File: src/rtl/btb_bimodal.sv
// rtl/btb_bimodal.sv - branch target buffer with per-entry saturating direction counters
// Optional statistics outputs are enabled by defining BTB_STATS_EN.
module btb_bimodal #(
  parameter int ENTRIES = 8,
  parameter int ADDR_W  = 32,
  parameter int CNT_W   = 2
) (
  input  logic              clk,
  input  logic              rstn,
  input  logic [ADDR_W-1:0] lookup_pc,
  output logic              pred_hit,
  output logic              pred_taken,
  output logic [ADDR_W-1:0] pred_target,
  input  logic              upd_valid,
  input  logic [ADDR_W-1:0] upd_pc,
  input  logic              upd_taken,
  input  logic [ADDR_W-1:0] upd_target,
  input  logic              flush
`ifdef BTB_STATS_EN
  ,
  output logic [31:0]       stat_lookups_hit,
  output logic [31:0]       stat_mispredict
`endif
);

  localparam int IDX_W = $clog2(ENTRIES);
  localparam logic [CNT_W-1:0] CNT_MAX  = {CNT_W{1'b1}};
  localparam logic [CNT_W-1:0] CNT_WEAK = CNT_W'(1) << (CNT_W - 1);

  logic [ENTRIES-1:0] valid_q, valid_d;
  logic [ADDR_W-1:0]  tag_q    [ENTRIES];
  logic [ADDR_W-1:0]  tag_d    [ENTRIES];
  logic [ADDR_W-1:0]  target_q [ENTRIES];
  logic [ADDR_W-1:0]  target_d [ENTRIES];
  logic [CNT_W-1:0]   cnt_q    [ENTRIES];
  logic [CNT_W-1:0]   cnt_d    [ENTRIES];
  logic [IDX_W-1:0]   vptr_q, vptr_d;

  logic             lk_hit;
  logic [IDX_W-1:0] lk_idx;
  logic             up_hit;
  logic [IDX_W-1:0] up_idx;
  logic             has_free;
  logic [IDX_W-1:0] free_idx;
  logic [IDX_W-1:0] victim;

  // Match search for lookup and update ports plus lowest free slot; descending scan so the lowest index wins
  always_comb begin
    lk_hit   = 1'b0;
    lk_idx   = '0;
    up_hit   = 1'b0;
    up_idx   = '0;
    has_free = 1'b0;
    free_idx = '0;
    for (int i = ENTRIES - 1; i >= 0; i--) begin
      if (valid_q[i] && (tag_q[i] == lookup_pc)) begin
        lk_hit = 1'b1;
        lk_idx = IDX_W'(i);
      end
      if (valid_q[i] && (tag_q[i] == upd_pc)) begin
        up_hit = 1'b1;
        up_idx = IDX_W'(i);
      end
      if (!valid_q[i]) begin
        has_free = 1'b1;
        free_idx = IDX_W'(i);
      end
    end
  end

  // Predictions are forced to zero while reset is asserted
  assign pred_hit    = rstn & lk_hit;
  assign pred_taken  = pred_hit & cnt_q[lk_idx][CNT_W-1];
  assign pred_target = pred_hit ? target_q[lk_idx] : '0;

  // Next table state: flush beats update; hits train the counter, taken misses allocate
  always_comb begin
    valid_d  = valid_q;
    tag_d    = tag_q;
    target_d = target_q;
    cnt_d    = cnt_q;
    vptr_d   = vptr_q;
    victim   = has_free ? free_idx : vptr_q;
    if (flush) begin
      valid_d = '0;
      vptr_d  = '0;
    end else if (upd_valid) begin
      if (up_hit) begin
        if (upd_taken) begin
          target_d[up_idx] = upd_target;
          if (cnt_q[up_idx] != CNT_MAX) begin
            cnt_d[up_idx] = cnt_q[up_idx] + CNT_W'(1);
          end
        end else if (cnt_q[up_idx] != '0) begin
          cnt_d[up_idx] = cnt_q[up_idx] - CNT_W'(1);
        end
      end else if (upd_taken) begin
        valid_d[victim]  = 1'b1;
        tag_d[victim]    = upd_pc;
        target_d[victim] = upd_target;
        cnt_d[victim]    = CNT_WEAK;
        if (!has_free) begin
          vptr_d = vptr_q + IDX_W'(1);
        end
      end
    end
  end

  // Table and victim pointer registers
  always_ff @(posedge clk or negedge rstn) begin
    if (!rstn) begin
      valid_q <= '0;
      vptr_q  <= '0;
      for (int i = 0; i < ENTRIES; i++) begin
        tag_q[i]    <= '0;
        target_q[i] <= '0;
        cnt_q[i]    <= '0;
      end
    end else begin
      valid_q  <= valid_d;
      vptr_q   <= vptr_d;
      tag_q    <= tag_d;
      target_q <= target_d;
      cnt_q    <= cnt_d;
    end
  end

`ifdef BTB_STATS_EN
  logic [31:0] stat_hit_q, stat_hit_d;
  logic [31:0] stat_misp_q, stat_misp_d;
  logic        mispredict;

  // Saturating hit and mispredict counters; flush does not affect them
  always_comb begin
    stat_hit_d  = stat_hit_q;
    stat_misp_d = stat_misp_q;
    mispredict  = 1'b0;
    if (up_hit) begin
      mispredict = (cnt_q[up_idx][CNT_W-1] != upd_taken) ||
                   (cnt_q[up_idx][CNT_W-1] && (target_q[up_idx] != upd_target));
    end else begin
      mispredict = upd_taken;
    end
    if (pred_hit && (stat_hit_q != 32'hFFFF_FFFF)) begin
      stat_hit_d = stat_hit_q + 32'd1;
    end
    if (upd_valid && mispredict && (stat_misp_q != 32'hFFFF_FFFF)) begin
      stat_misp_d = stat_misp_q + 32'd1;
    end
  end

  // Statistics registers
  always_ff @(posedge clk or negedge rstn) begin
    if (!rstn) begin
      stat_hit_q  <= '0;
      stat_misp_q <= '0;
    end else begin
      stat_hit_q  <= stat_hit_d;
      stat_misp_q <= stat_misp_d;
    end
  end

  assign stat_lookups_hit = stat_hit_q;
  assign stat_mispredict  = stat_misp_q;
`endif

endmodule
File: config.mk
export PLATFORM = sky130hd
export DESIGN_NAME = btb_bimodal
export DESIGN_NICKNAME = d
export VERILOG_FILES = /design/src/rtl/btb_bimodal.sv
export SDC_FILE = /design/constraint.sdc
export NUM_CORES = 2
export LEC_CHECK = 0
export BUFFER_PORTS_ARGS = -buffer_cell sky130_fd_sc_hd__buf_2
export CORE_UTILIZATION = 62
export CTS_CLUSTER_DIAMETER = 80
export DETAILED_ROUTE_END_ITERATION = 8
export GPL_ROUTABILITY_DRIVEN = 0
export PLACE_DENSITY_LB_ADDON = 0.12
export SYNTH_ARGS = -nofsm -noshare
export SYNTH_HDL_FRONTEND = slang
export SYNTH_SLANG_ARGS = --single-unit
File: constraint.sdc
create_clock -name clk -period 5.3 [get_ports clk]
set_input_delay 0.265 -clock clk [delete_from_list [all_inputs] [get_ports clk]]
set_output_delay 0.265 -clock clk [all_outputs]
set_load 0.01 [all_outputs]
Word level (Yosys, flattened, before mapping)
Index checks and enable logic that the tools add are counted.
{ "word_totals": {"mem_bits_rw": 0, "output_inout_bits": 34, "latchBits": 0, "elab_cells": 187, "n_memories": 0, "register_bits": 539, "romBits": 0} }
{ "classes": {"muxes": 91, "bitwise_logic": 11, "order_cmp": 7, "shifts": 0, "n_eq_ne": 20, "addsub": 3, "n_reduce_logical": 29, "n_div": 0, "mul": 0} }
{ "ops": {"columns": ["op", "n"], "rows": [
  ["$bwmux W256", 3],
  ["$mux W256", 3],
  ["$eq A32 B32 Y1", 16],
  ["$demux W32 S3", 2],
  ["$mux W32", 5],
  ["$bmux W32 S3", 1],
  ["$mux W3", 30],
  ["$mux W16", 5],
  ["$bwmux W16", 2],
  ["$mux W8", 4],
  ["$mux W1", 25],
  ["$logic_and A1 B1 Y1", 19],
  ["$or A8 B8 Y8", 2],
  ["$bmux W2 S3", 2],
  ["$demux W2 S3", 2],
  ["$ge A4 B4 Y1 const B", 3],
  ["$mux W2", 6],
  ["$not A3 Y4", 3],
  ["$reduce_bool A2 Y1", 5],
  ["$and A8 B8 Y8", 1],
  ["$lt A4 B1 Y1 const B", 2],
  ["$not A8 Y8", 1],
  ["$reduce_and A4 Y1", 2],
  ["$ne A2 B2 Y1 const B", 3],
  ["other kinds (11)", 14]
]} }

Longest topological paths before layout
{ "logic_depth": {"ltp_word": 19, "ltp_mapped": 19, "depth_no_buf": 17} }

Worst setup path before layout
OpenSTA, ideal clock, no wires.
{ "synth_timing": {"kind": "in2reg", "start": "input port upd_pc[27]", "end": "register cnt_q[0] (netlist name)", "required_time_ps": 5173, "path_slack_ps": 1537, "t_arrival_ps": 3636, "path_buffers": 3, "cell_stages": 17, "cell_sequence": "buf_2 > xor2_1 > nor4_1 > nand4_1 > or4_1 > clkbuf_1 > and3_1 > a222oi_1 > o21ai_0 > a211o_1 > ha_1 > mux2i_1 > and3_1 > mux2_2 > buf_2 > nand2_1 > o2bb2ai_1"} }
{ "synth_between": {"elab_chain_cells": 19} }
{ "synth_lines": {"columns": ["item", "line", "rtl"], "rows": [
  ["start: declaration", "15", "input logic [ADDR_W-1:0] upd_pc,"],
  ["$eq A32 B32 Y1", "60", "if (valid_q[i] && (tag_q[i] == upd_pc)) begin"],
  ["$logic_and A1 B1 Y1", "60", null],
  ["$mux W3 (8 in a row)", "60", null],
  ["$not A3 Y4 (implied by the code)", null, null],
  ["$bmux W2 S3, or another cell as far along", null, null],
  ["$mux W2 (implied by the code) / $logic_and A1 B1 Y1 (equally long branches)", null, null],
  ["$mux W2, on equally long branches", null, null],
  ["$sub A2 B1 Y2, or another cell as far along", "95", "cnt_d[up_idx] = cnt_q[up_idx] - CNT_W'(1);"],
  ["$bwmux W16, on equally long branches", "95, 92", null],
  ["$mux W16, on equally long branches", "94, 91", null],
  ["$mux W16", "89", "if (upd_taken) begin"],
  ["$mux W16", "88", "if (up_hit) begin"],
  ["end signal: assignment", "124", "cnt_q <= cnt_d;"],
  ["end: declaration", "35", "logic [CNT_W-1:0] cnt_q [ENTRIES];"]
]} }
Parallel ways exist; a longest one is shown, timed or not. The select of a mux whose other input is x is not followed.
A chain may end at the register's enable or synchronous reset.

Final worst setup path
{ "layout_timing": {"start": "register tag_q[224] (netlist name)", "end": "output port pred_target[30]"} }
{ "layout_between": {"elab_chain_cells": 8} }
{ "layout_lines": {"columns": ["item", "line", "rtl"], "rows": [
  ["start: declaration", "31", "logic [ADDR_W-1:0] tag_q [ENTRIES];"],
  ["start signal: assignment", "122", "tag_q <= tag_d;"],
  ["$eq A32 B32 Y1 *", "56", "if (valid_q[i] && (tag_q[i] == lookup_pc)) begin"],
  ["$logic_and A1 B1 Y1 *", "56", null],
  ["$mux W3", "56", null],
  ["$not A3 Y4 (implied by the code)", "74", "assign pred_target = pred_hit ? target_q[lk_idx] : '0;"],
  ["$bmux W32 S3", "74", null],
  ["$mux W32 (implied by the code) (2 in a row)", "74", null],
  ["$mux W32 *", "74", null],
  ["end: declaration", "13", "output logic [ADDR_W-1:0] pred_target,"]
]} }
Mark *: on every way between the ends. The rest lies on a longest branch, timed or not. The select of a mux whose other input is x is not followed.

==> results.toml <==
[run_status]
status = "complete, but fails checks"
violations = "DRC"

[power_and_ir_drop]
ir_drop_mv = 0.2953
pwr-share-clk_pct = 40.6
powerDensity_nw_per_um2 = 316.7
p_seq_share_pct = 45.6
internal_power_mw = 7.604
power.switching_mw = 2.924
pwr-share-comb_pct = 13.9
leakagePower_nw = 16.14
switching_share_pct = 27.77

[sta]
slew_headroom_pct = 16.58
rsz0062_at_grt = "false"
slew_viol_final = 0
fmax_mhz = 190.6
fin_ws_ps = 52.27
timing.hold.ws_ps = 75.51
fin_tns_setup_ps = 0
fin_crit_sh_pct = 99.01
period_needed_ps = 5248
finalSetupViolations = 0
hold_violations = 0
clock_skew_ps = 28.66
worst_pin_slew_ps = 1242

[clock_tree]
cts_tree = "built"
cts_buffer_depth = 3
clock_sinks = 539
cts.clk_slew.worst_paths_ps = 60
cts-root-buf = "clkbuf_16"
cts_htree_levels = 2
numCtsBuffers = 55
postCtsSetupRepairBufs = 0
clock_latency_ps = 640

[critical_path]
critPathMaxFanout = 21
startpoint_type = "flip-flop"
cpPeakStageDelay_ps = 640
critical_path_class = "reg2out"
critPathTopFamily = "simple AND/OR/NAND/NOR gates"
required_ps = 5040
worstPathCellList = "xor2_1 -> nor4_1 -> nand4_1 -> nor3_1 -> buf_4 -> nand2b_1 -> or2_2 -> nor3b_2 -> buf_4 -> inv_1 -> a221oi_1 -> nor4b_1 -> buf_2"
worst-path-buf-inv = 4
crit_path_end_kind = "output pin"
slowest_stage = "nor4_1"
critical_path.most_common_cell = "buf_4"
cp.arrival_ps = 4980

[synthesis]
synthFlopType = "dfrtp_1"
avgSynthCellArea_um2 = 12.00
ys_seq_area_share_pct = 45.42
synth_nets = 2578
yosys_warnings = 0
syn_inst = 2474
synth_edf_count = 0
ys_types = 70
async_flop_share_pct = 100.0
netlist_area_um2 = 29700
ys_ff_latch = 539

[floorplanning]
die_x_um = 220.9
rows = 79
io_pins = 135
die_area_um2 = 48780
die_h_um = 220.9
start_util_pct = 63.38
coreArea_um2 = 46850

[global_routing]
grt_usage_pct = 42.37
antenna_found_initial = 10
grt_pass1_vias = 22380
grt_start_max_net_pins = 154
overflow = 0
grt_pass1_wl_um = 150700

[route]
dr.first_iter.drc_count = 2679
first_pass_iters = 9
routed_via_density = 6.795
num_vias = 21980
wl_um = 102300
drtAntennaViolNets = 0
wl_per_cell_um = 31.63
drc = 12

[layout]
fin_nets = 2682
post-route-util_pct = 70.96
syn2layout_area_growth_pct = 11.96
final_area_um2 = 33250
drive_gt1_share_pct = 31.29

[placement]
placed_area_um2 = 30830
port-buffer-count = 134
hpwl_um = 67800
dp_slack_ps = 535.8

[job]
maxCapViolCount = 0

[min_path]
worstHoldPathType = "in2reg"
## routing by layer
layer  up-vias  track usage [%]  share of wire, %
li1       9023                -                 -
met1     11020            49.89                36
met2      1374            64.01                44
met3       551            14.50                11
met4        12            32.71               9.7
met5         -                0             0.085
## area by class of cell
| class | instances | area (um2) |
|---|---|---|
| antenna | 4 | 10.01 |
| clock buffer | 83 | 1662 |
| clock inverter | 20 | 347.8 |
| fill | 3403 | 13600 |
| inverter | 21 | 78.83 |
| multi-input combinational | 1731 | 15270 |
| sequential | 539 | 13490 |
| tap | 607 | 759.5 |
| timing repair buffer | 230 | 1637 |
## through the flow
step	instances	total power, mW
6_report	3235	10.53
5_1_grt	3233	10.80
4_1_cts	3231	10.44
3_5_place_dp	3094	6.173
3_3_place_gp	3094	6.126
2_1_floorplan	2474	5.592
## flip-flops by register name (all words and copies together) (netlist names)
name / count
target_q: 256
tag_q: 256
vptr_q: 3
cnt_q: 16
valid_q: 8
## synthesized netlist by cell type (28+ instances only)
cell type,count,area (um2)
a221oi_1,34,297.8
a22o_1,35,306.5
buf_2,92,460.4
buf_4,32,240.2
clkbuf_1,46,172.7
dfrtp_1,539,13490
mux2_2,461,5191
mux2_4,30,450.4
mux2i_1,100,1001
nand2_1,74,277.8
nand3_1,34,170.2
nand4_1,73,456.7
nor2_1,31,116.4
nor3_1,28,140.1
nor4_1,100,625.6
o21ai_0,49,245.2
xnor2_1,203,1778
xor2_1,305,2671
## layout by cell type, fill, tap and decap left out, types with 8 or more instances in the layout
cell / count
nand3_1: 33
a221oi_1: 34
a21oi_1: 18
clkbuf_1: 10
o21ai_0: 49
buf_4: 50
dfrtp_1: 539
xor2_1: 305
nor4_1: 97
bufinv_16: 8
xnor2_1: 200
nand2b_1: 19
buf_12: 12
mux2i_1: 100
clkbuf_16: 55
nand2_1: 71
nand2_2: 8
buf_2: 133
dlygate4sd3_1: 34
mux2_2: 461
nand4_1: 73
mux2_4: 30
clkbuf_8: 18
nor3_1: 28
a22o_1: 35
nor2_1: 30
inv_1: 21
mux2_1: 22
## kinds of logic after synthesis
kind of cell	count (synthesis)	synth area share, %
buf+inv	204	3.653
compound gates	190	4.626
simple gates	417	7.992
fa+ha+maj	3	0.1264
xor+xnor	508	14.98
mux	613	23.20
flops	539	45.42
## what timing repair did
action | in CTS | in global routing
hold endpoints to repair | 354 | 0
gates resized for setup | 0 | 8
setup endpoints to repair | 0 | 42
hold buffers | 34 | 0
## worst paths after layout
kind,start,end,slack [ps],depth (start not counted)
worst min-delay path,upd_pc[30],tag_q[254]$_DFFE_PN0P_,80,2
worst max-delay path,tag_q[224]$_DFFE_PN0P_,pred_target[30],50,13
worst max register to register,tag_q[118]$_DFFE_PN0P_,cnt_q[2]$_DFFE_PN0P_,130,15
max in group asynchronous,rstn,tag_q[223]$_DFFE_PN0P_,2630,4
worst min register to register,target_q[38]$_DFFE_PN0P_,target_q[38]$_DFFE_PN0P_,490,1
min in group asynchronous,rstn,target_q[189]$_DFFE_PN0P_,230,2
## power by group through the flow
stage / Combinational, mW / Sequential (mW) / Clock, mW
2_1_floorplan: 0.869 / 4.72 / 0
6_report: 1.46 / 4.80 / 4.27
4_1_cts: 1.36 / 4.77 / 4.30
5_1_grt: 1.52 / 4.81 / 4.47
3_5_place_dp: 1.33 / 4.84 / 0
3_3_place_gp: 1.30 / 4.83 / 0
No activity file was read; power rests on OpenSTA's default activity.
